[src/rtl/subblk_to_pang_packer_pkg.sv]
// Shared constants and types for the ping/pang sub-block packer.
package subblk_to_pang_packer_pkg;

  localparam int DW   = 8;
  localparam int NSUB = 16;
  localparam int SFTW = 4;

  localparam logic [SFTW-1:0] LAST_SLOT = SFTW'(NSUB - 1);

  typedef enum logic [1:0] {
    BUF_EMPTY,
    BUF_FILLING,
    BUF_FULL
  } buf_state_e;

  localparam logic SEL_PING = 1'b0;
  localparam logic SEL_PANG = 1'b1;

endpackage

[src/rtl/subblk_to_pang_packer_pang_blk_buf.sv]
// One NSUB x DW block buffer: fills slot by slot, closes on last slot or close
// request, and is wiped back to zero when the consumer releases it.
module pang_blk_buf
  import subblk_to_pang_packer_pkg::*;
(
  input  logic                 clk,
  input  logic                 reset,
  input  logic                 wr_en,
  input  logic [DW-1:0]        wr_data,
  input  logic [SFTW-1:0]      start_sft,
  input  logic                 close_req,
  input  logic                 clear,
  output buf_state_e           state,
  output logic [DW*NSUB-1:0]   data,
  output logic [SFTW-1:0]      startinc,
  output logic [SFTW-1:0]      endinc,
  output logic                 closing
);

  buf_state_e      state_next;
  logic [SFTW-1:0] wr_ptr;
  logic [SFTW-1:0] slot;
  logic            accept;

  // The first write lands at the requested start slot; later writes follow on.
  always_comb begin
    state_next = state;
    closing    = 1'b0;
    slot       = (state == BUF_EMPTY) ? start_sft : wr_ptr + SFTW'(1);
    accept     = wr_en && (state != BUF_FULL);
    case (state)
      BUF_EMPTY: begin
        if (accept) begin
          if (slot == LAST_SLOT || close_req) begin
            state_next = BUF_FULL;
            closing    = 1'b1;
          end else begin
            state_next = BUF_FILLING;
          end
        end
      end
      BUF_FILLING: begin
        if ((accept && slot == LAST_SLOT) || close_req) begin
          state_next = BUF_FULL;
          closing    = 1'b1;
        end
      end
      BUF_FULL: begin
        if (clear) state_next = BUF_EMPTY;
      end
      default: state_next = BUF_EMPTY;
    endcase
  end

  // A same-cycle write is folded in before closing, so endinc tracks it.
  always_ff @(posedge clk) begin
    if (reset) begin
      state    <= BUF_EMPTY;
      data     <= '0;
      startinc <= '0;
      endinc   <= '0;
      wr_ptr   <= '0;
    end else begin
      state <= state_next;
      if (clear && state == BUF_FULL) begin
        data     <= '0;
        startinc <= '0;
        endinc   <= '0;
        wr_ptr   <= '0;
      end else begin
        if (accept) begin
          data[slot*DW +: DW] <= wr_data;
          wr_ptr              <= slot;
          if (state == BUF_EMPTY) startinc <= start_sft;
        end
        if (closing) endinc <= accept ? slot : wr_ptr;
      end
    end
  end

endmodule

[src/rtl/subblk_to_pang_packer.sv]
// Packs a sub-block byte stream into double-buffered 16-slot blocks and presents
// completed blocks to the downstream extractor in closure order.
module subblk_to_pang_packer
  import subblk_to_pang_packer_pkg::*;
(
  input  logic                 clk,
  input  logic                 reset,
  input  logic [DW-1:0]        subblki,
  input  logic                 subblki_valid,
  output logic                 subblki_ready,
  input  logic [SFTW-1:0]      blk_start_sft,
  input  logic                 flush,
  output logic [DW*NSUB-1:0]   blko,
  output logic                 blko_needfull,
  output logic [SFTW-1:0]      blko_startinc,
  output logic [SFTW-1:0]      blko_endinc,
  input  logic                 blko_ack
);

  logic                wr_sel;
  logic                rd_sel;
  logic                transfer;
  buf_state_e          buf_state [2];
  logic [DW*NSUB-1:0]  buf_data  [2];
  logic [SFTW-1:0]     buf_start [2];
  logic [SFTW-1:0]     buf_end   [2];
  logic                buf_closing [2];

  assign subblki_ready = ~reset & (buf_state[wr_sel] != BUF_FULL);
  assign transfer      = subblki_valid & subblki_ready;
  assign blko_needfull = (buf_state[rd_sel] == BUF_FULL);

  for (genvar i = 0; i < 2; i++) begin : g_buf
    pang_blk_buf u_buf (
      .clk       (clk),
      .reset     (reset),
      .wr_en     (transfer && (wr_sel == 1'(i))),
      .wr_data   (subblki),
      .start_sft (blk_start_sft),
      .close_req (flush && (wr_sel == 1'(i))),
      .clear     (blko_ack && blko_needfull && (rd_sel == 1'(i))),
      .state     (buf_state[i]),
      .data      (buf_data[i]),
      .startinc  (buf_start[i]),
      .endinc    (buf_end[i]),
      .closing   (buf_closing[i])
    );
  end

  // Writer moves on once its block closes; reader moves on once its block is acked.
  always_ff @(posedge clk) begin
    if (reset) begin
      wr_sel <= SEL_PING;
      rd_sel <= SEL_PING;
    end else begin
      if (buf_closing[wr_sel]) wr_sel <= ~wr_sel;
      if (blko_ack && blko_needfull) rd_sel <= ~rd_sel;
    end
  end

  always_comb begin
    blko          = '0;
    blko_startinc = '0;
    blko_endinc   = '0;
    if (blko_needfull) begin
      blko          = buf_data[rd_sel];
      blko_startinc = buf_start[rd_sel];
      blko_endinc   = buf_end[rd_sel];
    end
  end

endmodule

[config.mk]
export PLATFORM = sky130hd
export DESIGN_NAME = subblk_to_pang_packer
export DESIGN_NICKNAME = d
export VERILOG_FILES = /design/src/rtl/subblk_to_pang_packer_pkg.sv /design/src/rtl/subblk_to_pang_packer_pang_blk_buf.sv /design/src/rtl/subblk_to_pang_packer.sv
export SDC_FILE = /design/constraint.sdc
export NUM_CORES = 1
export LEC_CHECK = 0
export ABC_AREA = 1
export CORE_MARGIN = 2
export CORE_UTILIZATION = 40
export DETAILED_ROUTE_END_ITERATION = 16
export GPL_TIMING_DRIVEN = 0
export PLACE_DENSITY = 0.69
export SLEW_MARGIN = 20
export SYNTH_ARGS = -nofsm -noshare
export SYNTH_HDL_FRONTEND = slang
export SYNTH_SLANG_ARGS = --single-unit
[constraint.sdc]
create_clock -name clk -period 4.3 [get_ports clk]
set_input_delay 0.86 -clock clk [delete_from_list [all_inputs] [get_ports clk]]
set_output_delay 0.86 -clock clk [all_outputs]
set_load 0.05 [all_outputs]
==> results of run 1 <==
[per-stage QoR]
step	hold WS (ps)	utilization (%)	cell area [um2]	std cells	total power, mW
after floorplan	422	-	16300	2696	3.56
after global placement	428	46.2	18500	3375	4.06
after detailed placement	439	46.2	18500	3375	4.07
after CTS	447	48.6	19500	3433	6.91
after global routing	468	48.7	19500	3433	7.14
final	444	48.7	19500	3433	6.94
[final cells by class]
cell class                      count  share of cell area (%)
Inverter                          410                    7.91
Multi-Input combinational cell   1837                    42.9
Sequential cell                   286                    29.4
Clock inverter                     10                   0.572
Timing Repair Buffer              154                    7.01
Buffer                            162                    3.96
Clock buffer                       49                    4.92
Tap cell                          525                    3.37
[power by group through the flow]
| stage | combinational (mW) | clock (mW) | sequential (mW) |
|---|---|---|---|
| after floorplan | 0.788 | 0 | 2.77 |
| after global placement | 1.29 | 0 | 2.77 |
| after detailed placement | 1.30 | 0 | 2.77 |
| after CTS | 1.31 | 2.88 | 2.72 |
| after global routing | 1.43 | 2.99 | 2.72 |
| final | 1.36 | 2.86 | 2.72 |
[metal layers]
layer / part of all wire [%] / GRT usage, % / vias up
met5: 0 / 0 / -
met4: 3.5 / 11.4 / 0
met3: 7.8 / 5.72 / 132
met2: 43 / 51.3 / 832
met1: 46 / 45.9 / 8349
li1: - / - / 8698
[Yosys cell counts (2+ instances only)]
master	instances	area, um2
inv_2	20	75.1
nand2_2	21	131
o211a_1	2	20.0
nor3_1	50	250
nor2_1	421	1580
nor3_2	3	30.0
o21a_1	2	15.0
buf_1	10	37.5
nor4_1	7	43.8
nand2_1	750	2820
nand4_1	74	463
nand3_1	197	986
nand4_4	3	63.8
nand3_2	7	70.1
ha_1	8	100
clkbuf_1	97	364
a21oi_1	71	355
nand4_2	3	37.5
buf_4	5	37.5
nor2_2	6	37.5
nor2_4	18	203
o21ai_0	175	876
nor3_4	4	65.1
buf_2	45	225
a211oi_1	4	30.0
nand2_4	3	33.8
buf_6	6	67.6
dfxtp_1	286	5730
inv_1	389	1460
[cells by family (layout without fill, tap and decap cells)]
family,count (synthesis),after routing,share of synthesized area [%]
buffers and inverters,573,785,13.9
DFF,286,286,35.1
adders and majority gates,8,8,0.615
AOI/OAI and AO/OA,261,261,8.36
and+or+nand+nor,1568,1568,41.9
[critical path, delay by kind of cell]
family                     cells  cell delay, ps
and+or+nand+nor                7            1690
buffers and inverters          7            2020
adders and majority gates      1             220
[worst min-delay path by stage]
stage,to,from,depth (start not counted)
final,g_buf[0].u_buf.data[116],g_buf[0].u_buf.data[116],2
after global routing,g_buf[0].u_buf.data[116],g_buf[0].u_buf.data[116],2
after CTS,g_buf[0].u_buf.data[116],g_buf[0].u_buf.data[116],2
after detailed placement,g_buf[0].u_buf.data[116],g_buf[0].u_buf.data[116],2
after global placement,g_buf[0].u_buf.endinc[1],g_buf[0].u_buf.endinc[1],2
after floorplan,g_buf[0].u_buf.data[118],g_buf[0].u_buf.data[118],2
[flip-flops by register name, indices dropped and copies added (netlist names)]
register	cells
g_buf.u_buf.startinc	8
g_buf.u_buf.wr_ptr	8
g_buf.u_buf.endinc	8
g_buf.u_buf.state	4
wr_sel	1
g_buf.u_buf.data	256
rd_sel	1
[placed cells by master, fill, tap and decap left out, drive strengths merged, types with 4 or more instances in the layout]
| cell | synthesis | layout |
|---|---|---|
| inv | 409 | 411 |
| nor4 | 7 | 7 |
| a211oi | 4 | 4 |
| nand2 | 774 | 774 |
| nor3 | 57 | 57 |
| a21oi | 73 | 73 |
| ha | 8 | 8 |
| o21ai | 176 | 176 |
| nor2 | 446 | 446 |
| buf | 66 | 67 |
| clkdlybuf4s50 | 0 | 20 |
| nand4 | 80 | 80 |
| clkinv | 1 | 7 |
| dfxtp | 286 | 286 |
| clkbuf | 97 | 149 |
| dlygate4sd2 | 0 | 124 |
| nand3 | 204 | 204 |
[timing repair]
action | in CTS | in global routing
setup endpoints to repair | 189 | 160
hold endpoints to repair | 0 | 0
resized for setup | 161 | 35
==> flow_summary.yaml, run 1 <==
run_status:
  outcome: "finished, violations left"
  violations: "negative setup slack"
logic_synthesis:
  yosysSeqAreaShare_pct: 35.1
  synthCells: 2696
  synthArstFlopShare_pct: 0
  synth.cell_area_mm2: 0.0163
  synth_nets: 2721
  synth_edf_count: 0
  ys_ff_latch: 286
  synthFlopType: "dfxtp_1"
  ys_types: 38
  ys_warn_count: 0
  avgSynthCellArea_um2: 6.04
floorplan:
  num_rows: 73
  fp.dieW_um: 206
  dieArea_mm2: 0.0424
  start_util_pct: 40.7
  die_h_um: 206
  core-area_mm2: 0.0400
  ios: 155
pwr:
  max-vdd-ir-drop_uv: 215
  p_per_area_mw_per_mm2: 356
  pwr-share-seq_pct: 39.1
  switchingPower_mw: 2.29
  combPwrFrac_pct: 19.6
  power.switching_fraction_pct: 33.0
  p_int_mw: 4.65
  power.share.clock_pct: 41.3
  p_leak_nw: 10.1
worst_setup_path:
  reg2reg_slack_ps: 290
  startpoint_type: "input pin"
  r2r-start: "g_buf[1].u_buf.state[1]"
  endpoint: "g_buf[1].u_buf.data[43]"
  slowest_stage: "nor3_1"
  crit_top_cell: "nand2_1"
  cp-startpoint: "blk_start_sft[0]"
  cp_max_fo: 10
  cp.required_ps: 4780
  worstReg2RegEnd: "g_buf[1].u_buf.data[43]"
  cp-end-kind: "register"
  slowest_delay_ps: 950
  setup.worst_path.class: "in2reg"
  reg2reg_depth: 14
  worstPathArrival_ps: 4800
  worstPathCellList: "clkdlybuf4s50_1 > inv_1 > nand2_1 > nand2_1 > buf_4 > clkbuf_1 > ha_1 > buf_2 > inv_2 > clkbuf_1 > nor3_1 > nand3_1 > nand3_1 > nand2_1 > nor2_1"
clock_network:
  cts.sinks: 286
  hold_buffers: 0
  clock_latency_ps: 550
  cts.htree.levels: 2
  clkSlewWorstSetupHoldPaths_ps: 60
  cts-root-buf: "clkbuf_16"
  cts_tree: "done"
  cts_buffers: 35
  cts_buffer_depth: 3
  cts_setup_buffers: 0
timing:
  finalCritPeriodShare_pct: 100
  finalHoldViolations: 0
  tightest_slew_ps: 1150
  slew_violations: 0
  fmax_ghz: 0.231
  setup_viol: 2
  worst_clock_skew_ps: 23.8
  rsz0062_at_grt: "true"
  fin_crit_ps: 4320
  slew_headroom_pct: 22.6
  fin_tns_setup_ps: -24.4
  finalWorstSetupSlack_ps: -19.8
layout:
  num_antenna_cells: 0
  seq_area_mm2: 0.00573
  nets: 2911
  nFillCells: 4242
  multiInputGateArea_mm2: 0.00835
  syn2layout_area_growth_pct: 19.6
  drive_gt1_share_pct: 8.18
routing:
  dr.pass1.iters: 6
  wl_per_cell_um: 20.3
  drc: 0
  wl_um: 69700
  first_iter_violations: 1899
  final_antenna_net_count: 0
  vias_per_cell: 5.25
  num_vias: 18000
global_routing:
  grt_pass1_wl_um: 103000
  grt_max_degree: 15
  grt-ovfl-total: 0
  first_global_vias: 16700
  grt_usage_pct: 33.0
  antenna_found_initial: 2
place:
  gp_congestion: 1.00
  dp_hpwl_um: 54500
  io_buffers: 154
  pre_cts_ws_ps: -1070
job:
  max_cap_violations: 0
worst_hold_path:
  hp-class: "reg2reg"
No activity file was read; power rests on OpenSTA's default activity.
==> run 2, diff against run 1 <==
--- a/config.mk
+++ b/config.mk
@@ -11,6 +11,8 @@
 export DETAILED_ROUTE_END_ITERATION = 16
 export GPL_TIMING_DRIVEN = 0
 export PLACE_DENSITY = 0.69
+export SETUP_SLACK_MARGIN = 0.3
+export SKIP_LAST_GASP = 1
 export SLEW_MARGIN = 20
 export SYNTH_ARGS = -nofsm -noshare
 export SYNTH_HDL_FRONTEND = slang
==> flow_summary.yaml, run 2 (synthesis gave the netlist of run 1 again) <==
global_routing:
  grt_pass1_wl_um: 103000
  antenna_found_initial: 4
  grt_usage_pct: 33.0
  first_global_vias: 16600
  grt_max_degree: 13
  grt-ovfl-total: 0
pwr:
  switchingPower_mw: 2.30
  power.switching_fraction_pct: 33.1
  pwr-share-seq_pct: 39.0
  p_leak_nw: 9.75
  p_int_mw: 4.66
  power.share.clock_pct: 41.1
  max-vdd-ir-drop_uv: 215
  p_per_area_mw_per_mm2: 362
  combPwrFrac_pct: 19.9
routing:
  first_iter_violations: 1840
  final_antenna_net_count: 0
  drc: 0
  num_vias: 18000
  wl_per_cell_um: 20.3
  vias_per_cell: 5.25
  wl_um: 69700
  dr.pass1.iters: 8
floorplan:
  ios: 155
  fp.dieW_um: 206
  start_util_pct: 40.7
  dieArea_mm2: 0.0424
  core-area_mm2: 0.0400
  num_rows: 73
  die_h_um: 206
place:
  dp_hpwl_um: 54500
  io_buffers: 154
  placed_area_mm2: 0.0185
  pre_cts_ws_ps: -1070
  gp_congestion: 1.00
clock_network:
  clock_latency_ps: 550
  cts.sinks: 286
  cts-root-buf: "clkbuf_16"
  cts_buffer_depth: 3
  cts_buffers: 35
  cts_setup_buffers: 0
  hold_buffers: 0
  cts.htree.levels: 2
  cts_resized: 247
  cts_tree: "done"
  clkSlewWorstSetupHoldPaths_ps: 60
worst_setup_path:
  r2r-start: "g_buf[0].u_buf.state[1]"
  startpoint_type: "input pin"
  worstPathArrival_ps: 4520
  reg2reg_depth: 11
  reg2reg_slack_ps: 500
  setup.worst_path.class: "in2reg"
  cp.required_ps: 4780
  worstReg2RegEnd: "g_buf[0].u_buf.data[121]"
  cp-end-kind: "register"
  endpoint: "g_buf[0].u_buf.data[121]"
  cp_max_fo: 10
  cp-startpoint: "blk_start_sft[0]"
timing:
  fin_tns_setup_ps: 0
  slew_headroom_pct: 15.6
  fin_worst_hold_slack_ps: 444
  fmax_ghz: 0.247
  finalHoldViolations: 0
  slew_violations: 0
  finalWorstSetupSlack_ps: 257
  finalCritPeriodShare_pct: 94.0
  worst_clock_skew_ps: 24.4
  fin_crit_ps: 4040
  rsz0062_at_grt: "true"
  tightest_slew_ps: 1260
  setup_viol: 0
worst_hold_path:
  hold_depth: 2
  hp-class: "reg2reg"
  min_from: "g_buf[0].u_buf.endinc[1]"
layout:
  layout_common_cells: "nand2_1, nor2_1, inv_1, dfxtp_1, nand3_1"
  nets: 2912
  syn2layout_area_growth_pct: 18.0
  final_area_mm2: 0.0192
  largest_reg_flops: 256
  drive_gt1_share_pct: 13.3
  layout_commonest_cell: "nand2_1"
  top_register: "g_buf.u_buf.data"
run_status:
  outcome: "finished, final reports clean"
job:
  max_cap_violations: 0
==> run 2: cell count changes in the layout (fill, tap and decap cells not counted), sizes merged, moves of 3 or more <==
cell and change:
diode +3, clkbuf +110, dlygate4sd2 -122, clkdlybuf4s15 +14, clkdlybuf4s50 -3
==> run 2: worst min path at each step <==
stage / to / slack [ps]
final: g_buf[0].u_buf.endinc[1] / 440
after CTS: g_buf[0].u_buf.data[116] / 450
after global placement: g_buf[0].u_buf.endinc[1] / 430
after global routing: g_buf[0].u_buf.data[116] / 470
after detailed placement: g_buf[0].u_buf.data[116] / 440
after floorplan: g_buf[0].u_buf.data[118] / 420
==> run 2: layer usage <==
layer / share of wire [%] / up-vias / wire length (um) / GRT usage, %
li1: - / 8707 / - / -
met1: 45 / 8368 / 31400 / 45.8
met2: 43 / 820 / 30100 / 51.1
met3: 8.4 / 141 / 5850 / 5.92
met4: 3.4 / 0 / 2370 / 11.9
met5: 0 / - / 0 / 0
==> run 2: cell type report <==
class / count / area [um2]
antenna: 3 / 7.51
buffer: 163 / 791
clock buffer: 49 / 958
clock inverter: 10 / 111
fill: 4226 / 20800
inverter: 410 / 1540
multi-input combinational: 1837 / 8440
sequential: 286 / 5730
tap: 525 / 657
timing repair buffer: 154 / 991
==> run 2: per-stage QoR <==
step	util (%)	total power, mW	cells
floorplan	-	3.56	2696
global placement	46.2	4.06	3375
detailed placement	46.2	4.07	3375
CTS	48.9	6.92	3434
global route	48.0	7.17	3435
finish	48.1	6.96	3437
==> run 2: power groups by stage <==
stage / clock network, mW / logic [mW] / registers (mW)
after CTS: 2.88 / 1.32 / 2.72
after floorplan: 0 / 0.788 / 2.77
final: 2.86 / 1.38 / 2.72
after detailed placement: 0 / 1.30 / 2.77
after global placement: 0 / 1.29 / 2.77
after global routing: 2.99 / 1.45 / 2.72
==> run 2: critical path, cell delays in order <==
cell             delay [ps]
clkdlybuf4s50_1         420
inv_1                   110
nand2_1                 140
nand2_2                 180
clkbuf_2                330
clkbuf_2                320
ha_1                    280
clkbuf_2                200
clkbuf_2                250
nor3_1                 1040
o21ai_0                 240
nor2_1                  140
==> run 3, diff against run 2 <==
--- a/config.mk
+++ b/config.mk
@@ -6,11 +6,12 @@
 export NUM_CORES = 1
 export LEC_CHECK = 0
 export ABC_AREA = 1
+export CAP_MARGIN = 20
 export CORE_MARGIN = 2
-export CORE_UTILIZATION = 40
+export CORE_UTILIZATION = 50
 export DETAILED_ROUTE_END_ITERATION = 16
 export GPL_TIMING_DRIVEN = 0
-export PLACE_DENSITY = 0.69
+export PLACE_DENSITY = 0.81
 export SETUP_SLACK_MARGIN = 0.3
 export SKIP_LAST_GASP = 1
 export SLEW_MARGIN = 20
==> flow_summary.yaml, run 3 (synthesis gave the netlist of run 1 again) <==
run_status:
  outcome: "finished, final reports clean"
floorplan:
  die_h_um: 184
  start_util_pct: 50.4
  dieArea_mm2: 0.0340
  fp.dieW_um: 184
  num_rows: 66
  ios: 155
  core-area_mm2: 0.0323
routing:
  vias_per_cell: 5.45
  wl_um: 66200
  first_iter_violations: 2253
  drc: 0
  dr.pass1.iters: 6
  num_vias: 18300
  wl_per_cell_um: 19.8
  final_antenna_net_count: 0
layout:
  top_register: "g_buf.u_buf.data"
  layout_commonest_cell: "nand2_1"
  layout_common_cells: "nand2_1, nor2_1, inv_1, dfxtp_1, nand3_1"
  nFillCells: 3185
  seq_area_mm2: 0.00573
  largest_reg_flops: 256
  drive_gt1_share_pct: 10.8
  nets: 2911
  syn2layout_area_growth_pct: 19.0
  multiInputGateArea_mm2: 0.00837
timing:
  tightest_slew_ps: 1180
  rsz0062_at_grt: "true"
  fin_worst_hold_slack_ps: 443
  slew_headroom_pct: 20.5
  slew_violations: 0
  finalHoldViolations: 0
  setup_viol: 0
  finalCritPeriodShare_pct: 93.4
  fin_crit_ps: 4020
  fmax_ghz: 0.249
  worst_clock_skew_ps: 8.55
job:
  max_cap_violations: 0
pwr:
  power_mw: 7.01
  p_leak_nw: 9.88
  p_per_area_mw_per_mm2: 362
  max-vdd-ir-drop_uv: 341
clock_network:
  cts_buffer_depth: 3
  cts-root-buf: "clkbuf_16"
  clkSlewWorstSetupHoldPaths_ps: 60
  hold_buffers: 0
  cts_tree: "done"
  cts.sinks: 286
  cts_buffers: 34
  clock_latency_ps: 520
  cts_setup_buffers: 0
  cts.htree.levels: 2
worst_setup_path:
  setup.worst_path.class: "reg2out"
  worstPathArrival_ps: 3160
  startpoint_type: "register"
  cp-end-kind: "output port"
  cp_max_fo: 10
  cp.required_ps: 3440
place:
  dp_hpwl_um: 51200
  io_buffers: 154
  gp_congestion: 1.08
global_routing:
  first_global_vias: 16800
  grt_max_degree: 13
  antenna_found_initial: 1
  grt-ovfl-total: 0
  grt_usage_pct: 38.8
  grt_pass1_wl_um: 98300
worst_hold_path:
  hp-class: "reg2reg"
[run 3: cell types whose count changed in the layout (fill, tap and decap cells not counted), moves of 6 or more]
cell,before,now
dlygate4sd2_1,2,52
clkbuf_1,74,68
clkdlybuf4s15_1,1,17
clkbuf_2,143,76
nor3_1,30,37
[run 3: routing by layer]
| metal | share of wire, % | vias to the layer above | track usage (%) |
|---|---|---|---|
| met1 | 42 | 8404 | 52.8 |
| met2 | 42 | 980 | 59.4 |
| li1 | - | 8691 | - |
| met3 | 11 | 184 | 7.57 |
| met5 | 0.018 | - | 0 |
| met4 | 5.1 | 2 | 17.7 |
[run 3: power breakdown]
group	switching (mW)	total, mW	internal (mW)
registers	0.0203	2.72	2.70
logic	1.05	1.34	0.284
clock network	1.16	2.96	1.79
[run 3: worst paths after layout]
path                                 start                       end  slack, ps  depth (start not counted)
setup / recovery                    rd_sel                 blko[127]        280                          7
hold reg to reg   g_buf[0].u_buf.data[115]  g_buf[0].u_buf.data[115]        440                          2
setup reg to reg   g_buf[0].u_buf.state[1]   g_buf[0].u_buf.data[78]        680                         13
hold / removal    g_buf[0].u_buf.data[115]  g_buf[0].u_buf.data[115]        440                          2
[run 3: layout make-up]
| class | count | share of cell area (%) |
|---|---|---|
| repair buffers | 154 | 6.62 |
| plain buffers | 163 | 4.06 |
| well taps | 442 | 2.85 |
| clock buffers | 50 | 5.39 |
| flip-flops and latches | 286 | 29.5 |
| clock inverters | 6 | 0.413 |
| inverters | 410 | 7.95 |
| multi-input cells | 1837 | 43.2 |
| diodes | 2 | 0.0258 |
[run 3: worst max-delay path: stages, from the launching register on]
cell and delay [ps]:
dfxtp_1 310, buf_4 280, clkbuf_4 370, clkbuf_1 510
o21ai_0 300, nand2_1 120, inv_1 50, clkdlybuf4s50_1 690
[run 3: timing repair]
item / in CTS / in global routing
setup endpoints to repair: 235 / 204
gates resized for setup: 209 / 139
pin swaps: 0 / 0
[run 3: through the flow]
stage          setup TNS (ps)  instances  instance area, um2  util, %  setup slack, ps
2_1_floorplan               0       2696               16300        -              957
4_1_cts                     0       3348               19500     60.2              196
5_1_grt                     0       3348               19400     60.0              289
3_3_place_gp           -89470       3292               18400     56.9             -681
6_report                    0       3350               19400     60.0              283
3_5_place_dp           -76790       3292               18400     56.9             -747
